`src/rtl/ci_cdc_arb_pkg.sv`:
```
// Shared definitions for the ci_cdc_arb CDC-channel scheduler:
// FSM state encoding and default sizing constants.
package ci_cdc_arb_pkg;

  localparam int NREQ_DEF  = 4;
  localparam int IDW_DEF   = 2;
  localparam int TMO_W_DEF = 8;

  typedef enum logic [1:0] {
    IDLE  = 2'd0,
    ISSUE = 2'd1,
    WAIT  = 2'd2,
    GAP   = 2'd3
  } state_e;

endpackage

```
`src/rtl/ci_rr_pick.sv`:
```
// Grant selector for ci_cdc_arb.
// Default build: round-robin, first pending bit at or after last+1 (mod NREQ).
// With CI_CDC_ARB_PRIO_EN defined: fixed priority, lowest pending index wins,
// and the last-grant input is ignored.
module ci_rr_pick #(
  parameter int NREQ = 4,
  parameter int IDW  = 2
) (
  input  logic [NREQ-1:0] i_pend,
  input  logic [IDW-1:0]  i_last,
  output logic [IDW-1:0]  o_id,
  output logic            o_vld
);

  assign o_vld = |i_pend;

`ifdef CI_CDC_ARB_PRIO_EN
  logic unused_last;
  assign unused_last = ^i_last;

  // Lowest set index wins; scan downward so the smallest index is written last.
  always_comb begin
    o_id = '0;
    for (int i = NREQ - 1; i >= 0; i--) begin
      if (i_pend[i]) o_id = IDW'(i);
    end
  end
`else
  // Scan offsets from farthest to nearest so the nearest pending bit after
  // the last grant is the one that survives.
  always_comb begin
    int             idx;
    logic [IDW-1:0] idx_w;
    idx   = 0;
    idx_w = '0;
    o_id  = '0;
    for (int k = NREQ; k >= 1; k--) begin
      idx = int'(i_last) + k;
      if (idx >= NREQ) idx = idx - NREQ;
      idx_w = IDW'(idx);
      if (i_pend[idx_w]) o_id = idx_w;
    end
  end
`endif

endmodule

```
`src/rtl/ci_cdc_arb.sv`:
```
// ci_cdc_arb: master-domain scheduler sharing one enable/ready CDC pulse
// channel between NREQ requesters. Requests are latched into a pending
// vector, one owner is granted at a time, a one-cycle enable is issued on an
// i_ena tick, and the owner gets a done pulse on ready or an error pulse on
// timeout. Grant policy is round-robin unless CI_CDC_ARB_PRIO_EN is defined,
// which selects fixed priority (lowest index first).
module ci_cdc_arb
  import ci_cdc_arb_pkg::*;
#(
  parameter int NREQ  = NREQ_DEF,
  parameter int IDW   = IDW_DEF,
  parameter int TMO_W = TMO_W_DEF
) (
  input  logic             i_mclk,
  input  logic             i_rst,
  input  logic             i_ena,
  input  logic [NREQ-1:0]  i_req,
  input  logic [TMO_W-1:0] i_tmo,
  input  logic             i_rdy,
  output logic             o_men,
  output logic [IDW-1:0]   o_ch_id,
  output logic             o_busy,
  output logic [NREQ-1:0]  o_done,
  output logic [NREQ-1:0]  o_err,
  output logic [NREQ-1:0]  o_pend
);

  localparam logic [NREQ-1:0] OH_BASE   = {{(NREQ-1){1'b0}}, 1'b1};
  localparam logic [IDW-1:0]  LAST_INIT = IDW'(NREQ - 1);
  localparam logic [TMO_W-1:0] CNT_ONE  = {{(TMO_W-1){1'b0}}, 1'b1};

  state_e           state_q, state_d;
  logic [NREQ-1:0]  pend_q,  pend_d;
  logic [IDW-1:0]   ch_id_q, ch_id_d;
  logic [IDW-1:0]   last_q,  last_d;
  logic [TMO_W-1:0] cnt_q,   cnt_d;

  logic [NREQ-1:0]  owner_oh;
  logic [NREQ-1:0]  clr;
  logic [NREQ-1:0]  done;
  logic [NREQ-1:0]  err;
  logic             men;
  logic [IDW-1:0]   pick_id;
  logic             pick_vld;

  ci_rr_pick #(
    .NREQ (NREQ),
    .IDW  (IDW)
  ) u_pick (
    .i_pend (pend_q),
    .i_last (last_q),
    .o_id   (pick_id),
    .o_vld  (pick_vld)
  );

  assign owner_oh = OH_BASE << ch_id_q;

  // Next-state, issue/completion pulses and pending-vector update.
  always_comb begin
    state_d = state_q;
    ch_id_d = ch_id_q;
    last_d  = last_q;
    cnt_d   = cnt_q;
    men     = 1'b0;
    done    = '0;
    err     = '0;
    clr     = '0;
    unique case (state_q)
      IDLE: begin
        if (pick_vld) begin
          ch_id_d = pick_id;
          state_d = ISSUE;
        end
      end
      ISSUE: begin
        if (i_ena) begin
          men     = 1'b1;
          cnt_d   = i_tmo;
          state_d = WAIT;
        end
      end
      WAIT: begin
        // Ready beats timeout; cnt only reaches 1 when a nonzero timeout
        // was loaded, so a zero timeout never expires.
        if (i_rdy) begin
          done    = owner_oh;
          clr     = owner_oh;
          last_d  = ch_id_q;
          state_d = GAP;
        end else if (i_ena && (cnt_q == CNT_ONE)) begin
          err     = owner_oh;
          clr     = owner_oh;
          last_d  = ch_id_q;
          state_d = GAP;
        end else if (i_ena && (cnt_q != '0)) begin
          cnt_d = cnt_q - CNT_ONE;
        end
      end
      GAP: begin
        state_d = IDLE;
      end
      default: state_d = IDLE;
    endcase
    // A new request wins over the clear of the same bit.
    pend_d = (pend_q & ~clr) | i_req;
  end

  // State, pending vector, owner, last-grant pointer and timeout counter.
  always_ff @(posedge i_mclk) begin
    if (i_rst) begin
      state_q <= IDLE;
      pend_q  <= '0;
      ch_id_q <= '0;
      last_q  <= LAST_INIT;
      cnt_q   <= '0;
    end else begin
      state_q <= state_d;
      pend_q  <= pend_d;
      ch_id_q <= ch_id_d;
      last_q  <= last_d;
      cnt_q   <= cnt_d;
    end
  end

  // Pulses are suppressed in a reset cycle so an aborted transfer reports nothing.
  assign o_men   = men & ~i_rst;
  assign o_done  = done & {NREQ{~i_rst}};
  assign o_err   = err & {NREQ{~i_rst}};
  assign o_ch_id = ch_id_q;
  assign o_busy  = (state_q != IDLE);
  assign o_pend  = pend_q;

endmodule

```
`config.mk`:
```
export PLATFORM = sky130hd
export DESIGN_NAME = ci_cdc_arb
export DESIGN_NICKNAME = d
export VERILOG_FILES = /design/src/rtl/ci_cdc_arb_pkg.sv /design/src/rtl/ci_rr_pick.sv /design/src/rtl/ci_cdc_arb.sv
export SDC_FILE = /design/constraint.sdc
export NUM_CORES = 1
export LEC_CHECK = 0
export ABC_AREA = 0
export BUFFER_PORTS_ARGS = -buffer_cell sky130_fd_sc_hd__buf_4
export CAP_MARGIN = 40
export CORE_MARGIN = 4
export CORE_UTILIZATION = 40
export DETAILED_ROUTE_END_ITERATION = 6
export HOLD_SLACK_MARGIN = 0.03
export PLACE_DENSITY = 0.64
export SLEW_MARGIN = 20
export SYNTH_ARGS = -nofsm -noshare
export SYNTH_HDL_FRONTEND = slang
export SYNTH_SLANG_ARGS = --single-unit
```
`constraint.sdc`:
```
create_clock -name i_mclk -period 1.6 [get_ports i_mclk]
set_input_delay 0.24 -clock i_mclk [delete_from_list [all_inputs] [get_ports i_mclk]]
set_output_delay 0.24 -clock i_mclk [all_outputs]
set_load 0.005 [all_outputs]
```
==> impl_metrics.csv <==
group,metric,value,unit
synth,postSynth.asyncResetShare,0,
worst_setup_path,cp_max_fo,4,
power_and_ir_drop,ir_drop,0.6970,mV
cells_and_area,syn2layout_area_growth,47.43,%
run,drv_cap,0,
run_status,status,"complete, but fails checks",
clocking,ctsHoldBuffers,0,
floorplanning,io-pin-count,32,
run_status,failed_checks,"negative setup slack",
sta,max_freq,0.5206,GHz
clocking,insertion_delay,300,ps
floorplanning,die_y,62.60,microns
clocking,root_buffer,"clkbuf_4",
synth,seq_area_frac_synth,0.3022,
sta,max_slew_margin,0.7479,
worst_setup_path,startpoint_type,"flip-flop",
synth,synth_edf_count,0,
floorplanning,row_count,19,
synth,syn_area,1192,sq um
synth,netlist_instances,150,
routing,drtIter0Drc,87,
routing,drc,0,
global_route,overflow,0,
clocking,cts_buffer_depth,2,
clocking,clkSinkCount,18,
cells_and_area,stdcell_count,234,
cells_and_area,layout-drive-gt1-share,0.4039,
clocking,cts_buffers,3,
routing,viasPerCell,5.256,
global_route,grt_max_degree,27,
worst_setup_path,crit_arrival,1680,ps
sta,period_share,1.201,
synth,ys_types,38,
synth,ys.flop_type,"dfxtp_1",
synth,ys_warn_count,0,
placement,placed_cells,221,
sta,final-hold-violation-count,0,
power_and_ir_drop,powerDensity,1357,nW/um^2
placement,portBuffers,31,
floorplanning,initial_core_util,0.4251,
sta,tightest_slew,377.7,ps
routing,route.vias.total,1230,
placement,placed_area,1543,sq um
global_route,grt_pass1_wl,5230,microns
floorplanning,dieArea,3919,sq um
routing,drt_pre_antenna_iters,4,
sta,slew_viol_final,0,
worst_setup_path,cp.required,1360,ps
sta,finalClockSkew,4.938,ps
synth,synth_nets,173,
floorplanning,die_width,62.60,microns
floorplanning,core_area,2805,sq um
synth,syn_avg_cell_area,7.949,sq um
placement,hpwl,2270,microns
worst_setup_path,path_class,"reg -> out",
routing,antenna_left,0,
placement,dpl_worst_slack,-69.44,ps
clocking,h-tree-depth,1,
sta,fin_ws,-320.9,ps
clocking,tritoncts,"yes",
power_and_ir_drop,power.leakage,0.7973,nW
routing,wl,3249,microns
worst_setup_path,end_kind,"primary output",
sta,rsz0062_at_grt,"yes",
cells_and_area,nNetsFinal,227,
placement,place_congestion,0.8310,
synth,yosys_register_bits,18,
cells_and_area,n_antenna_cell,0,
global_route,antenna_found_initial,0,
sta,fin_crit,1921,ps
global_route,grt_use_total,0.1623,
routing,avgRoutedWirePerCell,13.88,microns
clocking,clk_pin_slew,120,ps
min_path,hold_class,"in -> reg",
sta,setup_viol_count_final,17,
global_route,grt_pass1_vias,1192,
cells_and_area,final_area,1758,sq um
path summary, 6_finish.rpt:
check                                 end  cells after the start  slack, ps  startpoint
worst min-delay path            o_pend[2]                      3        170    i_req[2]
worst max-delay path             o_err[0]                      5       -320    cnt_q[2]
worst min register to register   cnt_q[5]                      2        510    cnt_q[5]
worst max register to register   cnt_q[1]                      8       -130    cnt_q[2]
flip-flops by register name, indices dropped and copies added (netlist names):
register,count
o_ch_id,2
cnt_q,8
o_pend,4
last_q,2
state_q,2
worst max-delay path, cell delays in order, from the launching register on:
cell and delay [ps]:
dfxtp_2 360, nor4_4 290, and3_4 220, nand4b_1 190, nor3_1 190, buf_4 140
cell families (layout without fill, tap and decap cells):
kind of cell               Yosys count  after routing  share of synthesized area
buffers and inverters               17             70                    0.05980
AOI/OAI and AO/OA                   42             42                     0.2361
DFF                                 18             18                     0.3022
adders and majority gates            7              7                    0.07345
xor gates and xnor gates             1              1                   0.007347
muxes                                5              5                    0.04197
and+or+nand+nor                     60             60                     0.2791
cells in the final DEF, fill, tap and decap left out, drive strengths merged, types with 2 or more instances in the layout:
cell type and n:
mux2i 5, inv 12, nand3b 2, o211ai 3, a211oi 2, buf 54
clkbuf 4, o32ai 3, nand2b 9, dfxtp 18, nand2 9, o22ai 2
nor4 4, and3b 2, or3 2, a21oi 16, o21bai 3, o21ai 8
a31oi 3, nor2 16, nor3 6, nor2b 5, ha 7
cell usage after synthesis, types with 3 or more instances:
| master | instances | area [sq um] |
|---|---|---|
| dfxtp_1 | 18 | 360.4 |
| a21oi_1 | 16 | 80.08 |
| nor2_1 | 15 | 56.30 |
| inv_1 | 12 | 45.04 |
| nand2_1 | 9 | 33.78 |
| nand2b_1 | 9 | 56.30 |
| ha_1 | 7 | 87.58 |
| o21ai_0 | 7 | 35.03 |
| nor3_1 | 6 | 30.03 |
| mux2i_1 | 5 | 50.05 |
| nor2b_1 | 5 | 31.28 |
| clkbuf_1 | 3 | 11.26 |
| nor4_1 | 3 | 18.77 |
| o21bai_1 | 3 | 22.52 |
| o32ai_1 | 3 | 26.28 |
where the power goes:
group	total (mW)	internal, mW	switching (mW)
Clock	0.295	0.139	0.156
Combinational	1.41	0.747	0.663
Sequential	0.680	0.555	0.125
area by class of cell:
cell class | instances | area, sq um
well taps | 31 | 38.79
repair buffers | 54 | 439.2
inverters | 12 | 45.04
flip-flops and latches | 18 | 370.4
fillers | 264 | 1047
multi-input cells | 115 | 828.3
clock buffers | 4 | 36.28
metal layers:
| layer | track usage | up-vias | wire [microns] |
|---|---|---|---|
| met5 | 0 | - | 0 |
| met4 | 0.06336 | 0 | 30 |
| met1 | 0.1828 | 564 | 1434 |
| li1 | - | 636 | - |
| met2 | 0.2956 | 26 | 1611 |
| met3 | 0.03417 | 4 | 173 |
what timing repair did:
action,4_1_cts,5_1_grt
pin swaps,13,16
setup endpoints to repair,15,24
endpoints found under the hold margin,0,0
setup buffers,7,1
cloned,1,0
resized for setup,20,16
metrics by stage:
step / utilization / hold slack (ps) / total power [mW] / setup TNS, ps
5_1_grt: 0.6267 / 178.7 / 2.572 / -4373
6_report: 0.6267 / 173.2 / 2.385 / -2408
3_5_place_dp: 0.5500 / 484.8 / 1.777 / -228.6
2_1_floorplan: - / 369.5 / 1.378 / 0
4_1_cts: 0.6039 / 164.4 / 2.268 / -1491
3_3_place_gp: 0.5500 / 476.9 / 1.755 / -27.50
Note: power is estimated with default switching activity, not from simulation.
